--- src/rtl/photonic_switch_pkg.sv ---
// Shared widths and FSM encoding for the photonic switch pulse driver.
package photonic_switch_pkg;

    localparam int unsigned CW_DEF = 7;
    localparam int unsigned FW_DEF = 8;

    localparam logic [1:0] ENC_IDLE    = 2'd0;
    localparam logic [1:0] ENC_DELAY   = 2'd1;
    localparam logic [1:0] ENC_ACTIVE  = 2'd2;
    localparam logic [1:0] ENC_HOLDOFF = 2'd3;

    typedef enum logic [1:0] {
        IDLE    = ENC_IDLE,
        DELAY   = ENC_DELAY,
        ACTIVE  = ENC_ACTIVE,
        HOLDOFF = ENC_HOLDOFF
    } state_t;

endpackage

--- src/rtl/sw_timer.sv ---
// Loadable down-counter shared by the DELAY, ACTIVE and HOLDOFF phases.
module sw_timer
    import photonic_switch_pkg::*;
#(
    parameter int unsigned CW = CW_DEF
) (
    input  logic          counter_clk,
    input  logic          reset_n,
    input  logic          load,
    input  logic [CW-1:0] value,
    output logic          zero
);

    logic [CW-1:0] tmr;

    // Load has priority; otherwise count down and rest at zero.
    always_ff @(posedge counter_clk or negedge reset_n) begin
        if (!reset_n) begin
            tmr <= '0;
        end else if (load) begin
            tmr <= value;
        end else if (tmr != '0) begin
            tmr <= tmr - CW'(1);
        end
    end

    assign zero = (tmr == '0);

endmodule

--- src/rtl/photonic_switch_driver.sv ---
// Turns each new comparator match into one timed photonic switch drive pulse
// with programmable start delay, width and post-pulse holdoff.
module photonic_switch_driver
    import photonic_switch_pkg::*;
#(
    parameter int unsigned CW = CW_DEF,
    parameter int unsigned FW = FW_DEF
) (
    input  logic          counter_clk,
    input  logic          reset_n,
    input  logic          comp_in,
    input  logic          arm,
    input  logic          abort,
    input  logic [CW-1:0] delay,
    input  logic [CW-1:0] width,
    input  logic [CW-1:0] holdoff,
    input  logic          clr_missed,
    output logic          sw_out,
    output logic          busy,
    output logic [FW-1:0] fire_cnt,
    output logic          missed
);

    state_t        state, state_nxt;
    logic          comp_q;
    logic          trig;
    logic          accept;
    logic [CW-1:0] cfg_width;
    logic [CW-1:0] cfg_holdoff;
    logic          tmr_load;
    logic [CW-1:0] tmr_value;
    logic          tmr_zero;
    logic          sw_out_nxt;
    logic          busy_nxt;
    logic [FW-1:0] fire_nxt;
    logic          missed_nxt;

    assign trig   = comp_in & ~comp_q;
    assign accept = trig & arm & ~abort & (state == IDLE);

    sw_timer #(.CW(CW)) u_timer (
        .counter_clk (counter_clk),
        .reset_n     (reset_n),
        .load        (tmr_load),
        .value       (tmr_value),
        .zero        (tmr_zero)
    );

    always_ff @(posedge counter_clk or negedge reset_n) begin
        if (!reset_n) begin
            state <= IDLE;
        end else begin
            state <= state_nxt;
        end
    end

    // Next state and timer reload; zero-length phases are skipped in the same edge.
    always_comb begin
        state_nxt = state;
        tmr_load  = 1'b0;
        tmr_value = '0;
        if (abort) begin
            state_nxt = IDLE;
            tmr_load  = 1'b1;
        end else begin
            case (state)
                IDLE: begin
                    if (accept) begin
                        tmr_load = 1'b1;
                        if (delay != '0) begin
                            state_nxt = DELAY;
                            tmr_value = delay - CW'(1);
                        end else if (width != '0) begin
                            state_nxt = ACTIVE;
                            tmr_value = width - CW'(1);
                        end else if (holdoff != '0) begin
                            state_nxt = HOLDOFF;
                            tmr_value = holdoff - CW'(1);
                        end
                    end
                end
                DELAY: begin
                    if (tmr_zero) begin
                        tmr_load = 1'b1;
                        if (cfg_width != '0) begin
                            state_nxt = ACTIVE;
                            tmr_value = cfg_width - CW'(1);
                        end else if (cfg_holdoff != '0) begin
                            state_nxt = HOLDOFF;
                            tmr_value = cfg_holdoff - CW'(1);
                        end else begin
                            state_nxt = IDLE;
                        end
                    end
                end
                ACTIVE: begin
                    if (tmr_zero) begin
                        tmr_load = 1'b1;
                        if (cfg_holdoff != '0) begin
                            state_nxt = HOLDOFF;
                            tmr_value = cfg_holdoff - CW'(1);
                        end else begin
                            state_nxt = IDLE;
                        end
                    end
                end
                HOLDOFF: begin
                    if (tmr_zero) begin
                        state_nxt = IDLE;
                    end
                end
                default: begin
                    state_nxt = IDLE;
                    tmr_load  = 1'b1;
                end
            endcase
        end
    end

    // Next values of the registered outputs.
    always_comb begin
        sw_out_nxt = (state_nxt == ACTIVE);
        busy_nxt   = (state_nxt != IDLE);
        fire_nxt   = fire_cnt;
        missed_nxt = missed;
        if ((state_nxt == ACTIVE) && (state != ACTIVE)) begin
            fire_nxt = fire_cnt + FW'(1);
        end
        if (clr_missed) begin
            missed_nxt = 1'b0;
        end
        if (trig && (state != IDLE)) begin
            missed_nxt = 1'b1;
        end
    end

    always_ff @(posedge counter_clk or negedge reset_n) begin
        if (!reset_n) begin
            comp_q   <= 1'b0;
            sw_out   <= 1'b0;
            busy     <= 1'b0;
            fire_cnt <= '0;
            missed   <= 1'b0;
        end else begin
            comp_q   <= comp_in;
            sw_out   <= sw_out_nxt;
            busy     <= busy_nxt;
            fire_cnt <= fire_nxt;
            missed   <= missed_nxt;
        end
    end

    // Pulse shape is frozen at acceptance so input changes cannot disturb it.
    always_ff @(posedge counter_clk or negedge reset_n) begin
        if (!reset_n) begin
            cfg_width   <= '0;
            cfg_holdoff <= '0;
        end else if (accept) begin
            cfg_width   <= width;
            cfg_holdoff <= holdoff;
        end
    end

endmodule

--- config.mk ---
export PLATFORM = sky130hd
export DESIGN_NAME = photonic_switch_driver
export DESIGN_NICKNAME = d
export VERILOG_FILES = /design/src/rtl/photonic_switch_pkg.sv /design/src/rtl/sw_timer.sv /design/src/rtl/photonic_switch_driver.sv
export SDC_FILE = /design/constraint.sdc
export NUM_CORES = 1
export LEC_CHECK = 0
export ABC_CLOCK_PERIOD_IN_PS = 2400
export CORE_UTILIZATION = 35
export CTS_CLUSTER_DIAMETER = 30
export DETAILED_ROUTE_END_ITERATION = 10
export MAX_ROUTING_LAYER = met4
export PLACE_DENSITY = 0.57
export SYNTH_ARGS = -nofsm -noshare
export SYNTH_HDL_FRONTEND = slang
export SYNTH_SLANG_ARGS = --single-unit
--- constraint.sdc ---
create_clock -name counter_clk -period 2.4 [get_ports counter_clk]
set_input_delay 0.24 -clock counter_clk [delete_from_list [all_inputs] [get_ports counter_clk]]
set_output_delay 0.24 -clock counter_clk [all_outputs]
set_load 0.01 [all_outputs]
Word-level counts from Yosys, hierarchy flattened
Index checks and enable logic that the tools add are counted.

Register bits after elaboration: 35. Input bits: 27. Output and inout bits: 11.

Add/subtract/negate cells: 7. Equal/unequal tests: 5. Mux-type cells: 29. Bitwise gates (word level): 6. Reduce and logical (&&, ||, !) cells: 15.

Operators with widths (number): $mux W7 (11); $reduce_bool A7 Y1 (6); $sub A7 B1 Y7 const B (6); $pmux W7 S3 (1); $mux W2 (10); $add A8 B1 Y8 const B (1); $pmux W2 S4 (1); $reduce_bool A2 Y1 (4); $logic_not A7 Y1 (1); $eq A2 B2 Y1 const B (3); $mux W1 (5); $and A1 B1 Y1 (4); $eq A2 B1 Y1 const B (1); $logic_and A1 B1 Y1 (2); $logic_not A2 Y1 (1); $ne A2 B2 Y1 const B (1); $not A1 Y1 (2); $pmux W1 S2 (1); $reduce_or A2 Y1 (1).

Longest topological paths before layout
Gate-level depths: netlist (run 1).

Word-level depth: 10. Gate-level depth with buffers: 9. Gate-level depth less buffers: 8.

Modules after synthesis
A second synthesis (run 1) with hierarchy kept.

Cell total of the unflattened synthesis: 292. Area total of the unflattened synthesis: 2640.0 um^2.

By module, submodules not included: photonic_switch_driver (instances 1, cells each 249, area each 2205.9 um^2, seq. area each 700.7 um^2); sw_timer (instances 1, cells each 43, area each 434.2 um^2, seq. area each 175.2 um^2).

Worst setup path before layout (run 1)
No wires, ideal clock.

Kind: register -> register. Start point: register state[0]. End point: register fire_cnt[1]. Setup time: 0.125 ns. Arrival time: 2.116 ns. Required time: 2.275 ns. Path slack: 0.159 ns. Stages on the path, launching flop included: 8. Path buffers: 0. Period minus slack after synthesis: 2.241 ns. Cells stage by stage: dfrtp_1 inv_1 ha_1 or2_2 or2_2 a32oi_4 nand3b_4 mux2_4.

Cells in the longest elaborated chain, start to end: 8.

Ends and longest elaborated chain: start, declared (line photonic_switch_driver.sv:24) `state_t state, state_nxt;`; start signal, assigned (line photonic_switch_driver.sv:53) `state <= state_nxt;`; $mux W2 (line photonic_switch_driver.sv:76) `end else if (holdoff != '0) begin`; $mux W2 (line photonic_switch_driver.sv:73) `end else if (width != '0) begin`; $mux W2 (line photonic_switch_driver.sv:70) `if (delay != '0) begin`; $mux W2 (line photonic_switch_driver.sv:68) `if (accept) begin`; $pmux W2 S4 (line photonic_switch_driver.sv:66) `case (state)`; $mux W2 (line photonic_switch_driver.sv:62) `if (abort) begin`; $eq A2 B2 Y1 (line photonic_switch_driver.sv:126) `if ((state_nxt == ACTIVE) && (state != ACTIVE)) begin`; $logic_and A1 B1 Y1 (*) (line photonic_switch_driver.sv:126); end signal, assigned (line photonic_switch_driver.sv:148) `fire_cnt <= fire_nxt;`; end, declared (line photonic_switch_driver.sv:20) `output logic [FW-1:0] fire_cnt,`.

Mark *: on every way between the ends. The rest lies on a longest branch, timed or not. A chain may end at the register's enable or synchronous reset.

Final worst setup path (run 1)
Start point: register u_timer.tmr[1]. End point: register fire_cnt[1].

Cells in the longest elaborated chain, start to end: 6.

Ends and longest elaborated chain: start, declared (line sw_timer.sv:14) `logic [CW-1:0] tmr;`; start signal, assigned (line sw_timer.sv:21) `tmr <= value;`; start signal, assigned (line sw_timer.sv:23) `tmr <= tmr - CW'(1);`; $logic_not A7 Y1 (*) (line sw_timer.sv:27) `assign zero = (tmr == '0);`; $mux W2, on equally long branches (line photonic_switch_driver.sv:108, photonic_switch_driver.sv:83, photonic_switch_driver.sv:97); $pmux W2 S4 (*) (line photonic_switch_driver.sv:66); $mux W2 (*) (line photonic_switch_driver.sv:62); $eq A2 B2 Y1 (*) (line photonic_switch_driver.sv:126); $logic_and A1 B1 Y1 (*) (line photonic_switch_driver.sv:126).

Marks and branches as above.

==> flow_metrics.tcl, run 1 <==
set metrics [dict create \
    top_layer "met4" \
    fp.dieArea_um2 7860 \
    antenna_cells 0 \
    synth-compound-area-share_pct 17.1 \
    syn_nets 328 \
    outcome "finished, final reports clean" \
    cts_tree "done" \
    swShare_pct 36.3 \
    synth.ff_latch_count 35 \
    die-height_um 88.6 \
    globalRouteOverflowTotal 0 \
    setup_violations 0 \
    synthSimpleGateAreaFrac_pct 21.2 \
    synth_area_um2 2630 \
    synth.distinct_cells 53 \
    synth_xor_area_share_pct 11.3 \
    path_max_fanout 3 \
    cp-start-kind "register" \
    grt_max_degree 36 \
    fp.dieW_um 88.6 \
    intPower_uw 1540 \
    slew_viol_final 0 \
    cts.reportedPaths.clkPinSlew_ns 0.08 \
    finalPower_uw 2410 \
    synthAdderAreaFrac_pct 8.57 \
    clk_latency_ns 0.30 \
    r2r_slack_ns 0.14 \
    drive_above_1_share_pct 19.0 \
    gp_congestion 0.904 \
    crit_path_end_kind "register" \
    via_count 2292 \
    avgSynthCellArea_um2 9.28 \
    share_comb_of_total_power_pct 40.9 \
    portBuffers 37 \
    syn_inst 283 \
    period_minus_slack_ns 2.26 \
    slew_headroom_pct 69.7 \
    dp_hpwl_um 5120 \
    rsz0062_at_grt "false" \
    fin_util_pct 47.4 \
    core_um2 7250 \
    maxCapViolations 0 \
    grtUsageTotal_pct 18.8 \
    setup_tns_ns 0 \
    crit_required_ns 2.58 \
    synthFlopType "dfrtp_1" \
    cp.arrival_ns 2.44 \
    met2_length_um 3070 \
    wl_met3_um 203 \
    fin_nets 392 \
    p_per_area_nw_per_um2 703 \
    cts.sinks 35 \
    final-hold-violation-count 0 \
    numCtsBuffers 5 \
    start_util_pct 36.2 \
    grt_pass1_wl_um 10800 \
    hp-class "input port to async pin" \
    via_per_inst 5.13 \
    rr_startpoint "u_timer.tmr[1]$_DFFE_PN0P_" \
    grt_pass1_vias 2287 \
    p_switching_uw 877 \
    r2r_end "fire_cnt[1]$_DFFE_PN0P_" \
    seq_area_frac_synth_pct 33.3 \
    worst_slew_pin_slew_ns 0.451 \
    drc 0 \
    cts_root_buf "clkbuf_8" \
    ir_drop_v 0.000310 \
    reg2regPathDepth 8 \
    synth_top_family_by_area "simple AND/OR/NAND/NOR gates" \
    placed_cell_area_um2 3290 \
    synthMuxAreaShare_pct 4.86 \
    final_area_um2 3440 \
    antenna_found_initial 0 \
    seqPwrFrac_pct 36.1 \
    io_pins 38 \
    min_period_over_period_pct 94.1 \
    drt_wl_total_um 6400 \
    crit_type "register to register" \
    synth_edf_count 0 \
    final_cell_mix "clkdlybuf4s50_1 (37), dfrtp_1 (35), buf_4 (26), nand2_1 (23), xnor2_1 (21)" \
    clockPowerShare_pct 23.0 \
    fmax_ghz 0.443 \
    ant_nets 0 \
    yosysWarnings 0 \
    async_reset_ff_share_pct 100 \
    final_common_cell "clkdlybuf4s50_1" \
    cts-htree-levels 2 \
    first_iter_violations 164 \
    syn_to_final_growth_pct 30.8 \
    p_leak_uw 0.00145 \
    m1WireLength_um 3030 \
    post_drt_wl_per_cell_um 14.3 \
    ctsLongestPathBuffers 2 \
    rows 31 \
    cts-hold-fix-buffers 0 \
    skew_ns 0.00593 \
    first_pass_iters 4 \
]
state kept, by name, indices dropped and copies added, names as in the netlist:
signal	cells
busy	1
cfg_holdoff	7
cfg_width	7
comp_q	1
fire_cnt	8
missed	1
state	2
sw_out	1
u_timer.tmr	7
cells by family after synthesis:
kind of cell               after synthesis
xor gates and xnor gates                34
buffers and inverters                   25
AOI/OAI and AO/OA                       64
DFF                                     35
muxes                                   11
and+or+nand+nor                         96
adders and majority gates               18
per-layer routing:
metal  GRT usage, %  vias to the layer above
met3           2.80                       10
met1           23.9                     1095
met4           5.43                        0
li1               -                     1143
met2           30.8                       44
met5              -                        -
critical path, cell delays in order (launching register included):
cell and delay, ns:
dfrtp_1 0.40, inv_1 0.08, ha_1 0.18, or4b_4 0.50, o21ai_2 0.13, o31ai_1 0.12, a32oi_4 0.31, nand3b_4 0.12
mux2_4 0.30
worst max-delay path by stage:
stage / endpoint / start
finish: fire_cnt[1]$_DFFE_PN0P_ / u_timer.tmr[1]$_DFFE_PN0P_
global route: fire_cnt[5]$_DFFE_PN0P_ / u_timer.tmr[1]$_DFFE_PN0P_
detailed placement: fire_cnt[3]$_DFFE_PN0P_ / width[0]
global placement: fire_cnt[1]$_DFFE_PN0P_ / width[0]
floorplan: fire_cnt[1]$_DFFE_PN0P_ / state[0]$_DFF_PN0_
CTS: fire_cnt[3]$_DFFE_PN0P_ / u_timer.tmr[1]$_DFFE_PN0P_
final cells by class:
type | count | area [um^2]
clock inverter | 3 | 43.8
fill | 718 | 3820
timing repair buffer | 64 | 577
tap | 99 | 124
inverter | 18 | 67.6
multi-input combinational | 223 | 1680
sequential | 35 | 876
clock buffer | 5 | 68.8
per-stage QoR:
stage	setup slack [ns]	instances	hold slack, ns
after global routing	0.0107	447	0.415
after CTS	0.0883	446	0.384
final	0.141	447	0.361
after detailed placement	0.0285	438	0.461
after floorplan	0.159	283	-0.0556
after global placement	0.0593	438	0.457
power by group through the flow:
stage	registers (uW)	logic, uW	clock network (uW)
after floorplan	853	622	0
after global placement	869	936	0
after detailed placement	873	948	0
after CTS	862	955	562
after global routing	893	1100	583
final	871	988	555
Yosys cell counts, types with 6 or more instances:
cell type,count,share of area [%]
ha_1,18,8.6
o22ai_1,9,2.1
dfrtp_1,35,33
o21ai_0,11,2.1
xnor2_1,21,7.0
nor2_1,15,2.1
nor3_1,8,1.5
a21oi_1,15,2.9
inv_1,18,2.6
mux2_2,10,4.3
nand2_1,23,3.3
xor2_1,13,4.3
clkbuf_1,6,0.86
timing repair:
item / in CTS / in global routing
resized for setup: 0 / 4
buffers inserted: 0 / 1
endpoints found under the setup margin: 0 / 7
Note: power is estimated with default switching activity, not from simulation.
==> run 2, diff against run 1 <==
--- a/config.mk
+++ b/config.mk
@@ -9,8 +9,7 @@
 export CORE_UTILIZATION = 35
 export CTS_CLUSTER_DIAMETER = 30
 export DETAILED_ROUTE_END_ITERATION = 10
-export MAX_ROUTING_LAYER = met4
-export PLACE_DENSITY = 0.57
+export SETUP_SLACK_MARGIN = 0.4
 export SYNTH_ARGS = -nofsm -noshare
 export SYNTH_HDL_FRONTEND = slang
 export SYNTH_SLANG_ARGS = --single-unit
==> flow_metrics.tcl, run 2 (synthesis results as in run 1) <==
set metrics [dict create \
    slew_viol_final 0 \
    start_util_pct 36.2 \
    clockPowerShare_pct 18.0 \
    outcome "finished, final reports clean" \
    r2r_slack_ns 0.24 \
    io_pins 38 \
    syn_to_final_growth_pct 39.5 \
    fp.dieW_um 88.6 \
    cts.reportedPaths.clkPinSlew_ns 0.07 \
    grtUsageTotal_pct 18.9 \
    setup_violations 0 \
    fp.dieArea_um2 7860 \
    post_drt_wl_per_cell_um 15.4 \
    cp.arrival_ns 2.34 \
    reg2regPathDepth 8 \
    crit_path_end_kind "register" \
    cpPeakStageDelay_ns 0.49 \
    largest_reg_flops 8 \
    antenna_cells 0 \
    antenna_found_initial 0 \
    final-hold-violation-count 0 \
    final_cell_mix "clkdlybuf4s50_1 (37), buf_4 (35), dfrtp_1 (32), nand2_1 (22), xnor2_1 (20)" \
    maxCapViolations 0 \
    dp_hpwl_um 5070 \
    via_per_inst 5.31 \
    dp.cells 435 \
    grt_pass1_wl_um 11300 \
    finalPower_uw 2470 \
    core_um2 7250 \
    ant_nets 0 \
    fin_cells 457 \
    period_minus_slack_ns 2.16 \
    fmax_ghz 0.464 \
    crit_required_ns 2.58 \
    clk_latency_ns 0.29 \
    first_iter_violations 132 \
    min_period_over_period_pct 89.8 \
    rows 31 \
    crit_type "register to register" \
    swShare_pct 37.7 \
    grt_pass1_vias 2349 \
    p_per_area_nw_per_um2 673 \
    setup_tns_ns 0 \
    skew_ns 0.00695 \
    fillers 708 \
    ctsLongestPathBuffers 2 \
    slew_headroom_pct 69.1 \
    multi_input_area_um2 1840 \
    seqPwrFrac_pct 35.6 \
    drive_above_1_share_pct 29.6 \
    final_common_cell "clkdlybuf4s50_1" \
    p_leak_uw 0.00152 \
    globalRouteOverflowTotal 0 \
    intPower_uw 1540 \
    first_pass_iters 4 \
    cts-htree-levels 2 \
    rsz0062_at_grt "true" \
    worst_slew_pin_slew_ns 0.463 \
    seqCellArea_um2 880 \
    r2r_end "fire_cnt[1]$_DFFE_PN0P_" \
    cp-start-kind "register" \
    p_switching_uw 930 \
    drt_wl_total_um 7060 \
    drc 0 \
    portBuffers 37 \
    cpMaxStageDelayCell "or4b_4" \
    gp_congestion 0.834 \
    cts.sinks 35 \
    numCtsBuffers 5 \
    rr_startpoint "u_timer.tmr[0]$_DFFE_PN0P_" \
    hp-class "input port to async pin" \
    via_count 2428 \
    grt_max_degree 36 \
    die-height_um 88.6 \
    share_comb_of_total_power_pct 46.3 \
    fin_nets 403 \
    path_max_fanout 2 \
    regMostFlops "fire_cnt" \
    cts_root_buf "clkbuf_8" \
    cp_cell_sequence "inv_2, ha_4, or4b_4, o21ai_2, o31ai_2, a32oi_4, nand3b_4, mux2_4" \
    cts_tree "done" \
    ir_drop_v 0.000295 \
]
[run 2: cell count changes in the layout (fill, tap and decap cells not counted), moves of 3 or more]
cell	change
buf_4	+9
ha_1	-4
inv_1	-4
inv_2	+4
dfrtp_1	-3
dfrtp_2	+3
ha_4	+3
[run 2: worst max-delay path: cells and delay by family (launching register included)]
kind            cells  cell delay (ns)
buf+inv             1             0.09
flops               1             0.39
compound gates      3             0.52
simple gates        2             0.61
fa+ha+maj           1             0.13
mux                 1             0.30
[run 2: timing repair]
item	CTS	global route
hold buffers	0	0
resized for setup	19	26
setup endpoints to repair	17	18
setup buffers	12	3
pin swaps	9	8
[run 2: how the worst max path moves through the flow]
stage | cells past startpoint | endpoint | slack [ns] | start
after global placement | 10 | fire_cnt[1]$_DFFE_PN0P_ | 0.11 | width[0]
after CTS | 9 | fire_cnt[6]$_DFFE_PN0P_ | 0.27 | u_timer.tmr[0]$_DFFE_PN0P_
after global routing | 9 | fire_cnt[3]$_DFFE_PN0P_ | 0.17 | u_timer.tmr[0]$_DFFE_PN0P_
final | 8 | fire_cnt[1]$_DFFE_PN0P_ | 0.24 | u_timer.tmr[0]$_DFFE_PN0P_
after floorplan | 8 | fire_cnt[1]$_DFFE_PN0P_ | 0.23 | u_timer.tmr[0]$_DFFE_PN0P_
after detailed placement | 10 | fire_cnt[1]$_DFFE_PN0P_ | 0.06 | holdoff[1]
[run 2: power groups by stage]
stage | registers [uW] | logic, uW | clock network (uW)
detailed placement | 876 | 940 | 0
finish | 880 | 1140 | 445
floorplan | 853 | 625 | 0
global route | 895 | 1250 | 484
CTS | 870 | 1070 | 451
global placement | 873 | 926 | 0
[run 2: per-stage QoR]
| step | hold WS (ns) | util [%] | area, um^2 | setup slack, ns |
|---|---|---|---|---|
| floorplan | -0.0556 | - | 2640 | 0.226 |
| global placement | 0.453 | 45.1 | 3270 | 0.111 |
| detailed placement | 0.457 | 45.1 | 3270 | 0.0596 |
| CTS | 0.395 | 48.7 | 3530 | 0.266 |
| global route | 0.424 | 50.5 | 3670 | 0.172 |
| finish | 0.366 | 50.5 | 3670 | 0.245 |
[run 2: final cells by class]
type | count | area share, %
inverters | 18 | 1.84
clock inverters | 1 | 0.137
well taps | 99 | 3.38
flip-flops and latches | 35 | 24.0
repair buffers | 75 | 18.2
multi-input cells | 223 | 50.2
clock buffers | 6 | 2.25
[run 2: layer usage]
metal	global-route usage, %	vias to the layer above	routed length [um]
li1	-	1172	-
met1	24.4	1174	3190
met2	32.2	74	3470
met5	0	-	0
met4	5.72	0	70
met3	3.36	8	334
==> run 3, diff against run 2 <==
--- a/config.mk
+++ b/config.mk
@@ -8,6 +8,7 @@
 export ABC_CLOCK_PERIOD_IN_PS = 2400
 export CORE_UTILIZATION = 35
 export CTS_CLUSTER_DIAMETER = 30
+export CTS_CLUSTER_SIZE = 14
 export DETAILED_ROUTE_END_ITERATION = 10
 export SETUP_SLACK_MARGIN = 0.4
 export SYNTH_ARGS = -nofsm -noshare
==> results of run 3 <==
No change in the layout: final DEF, timing and power equal those of run 2.
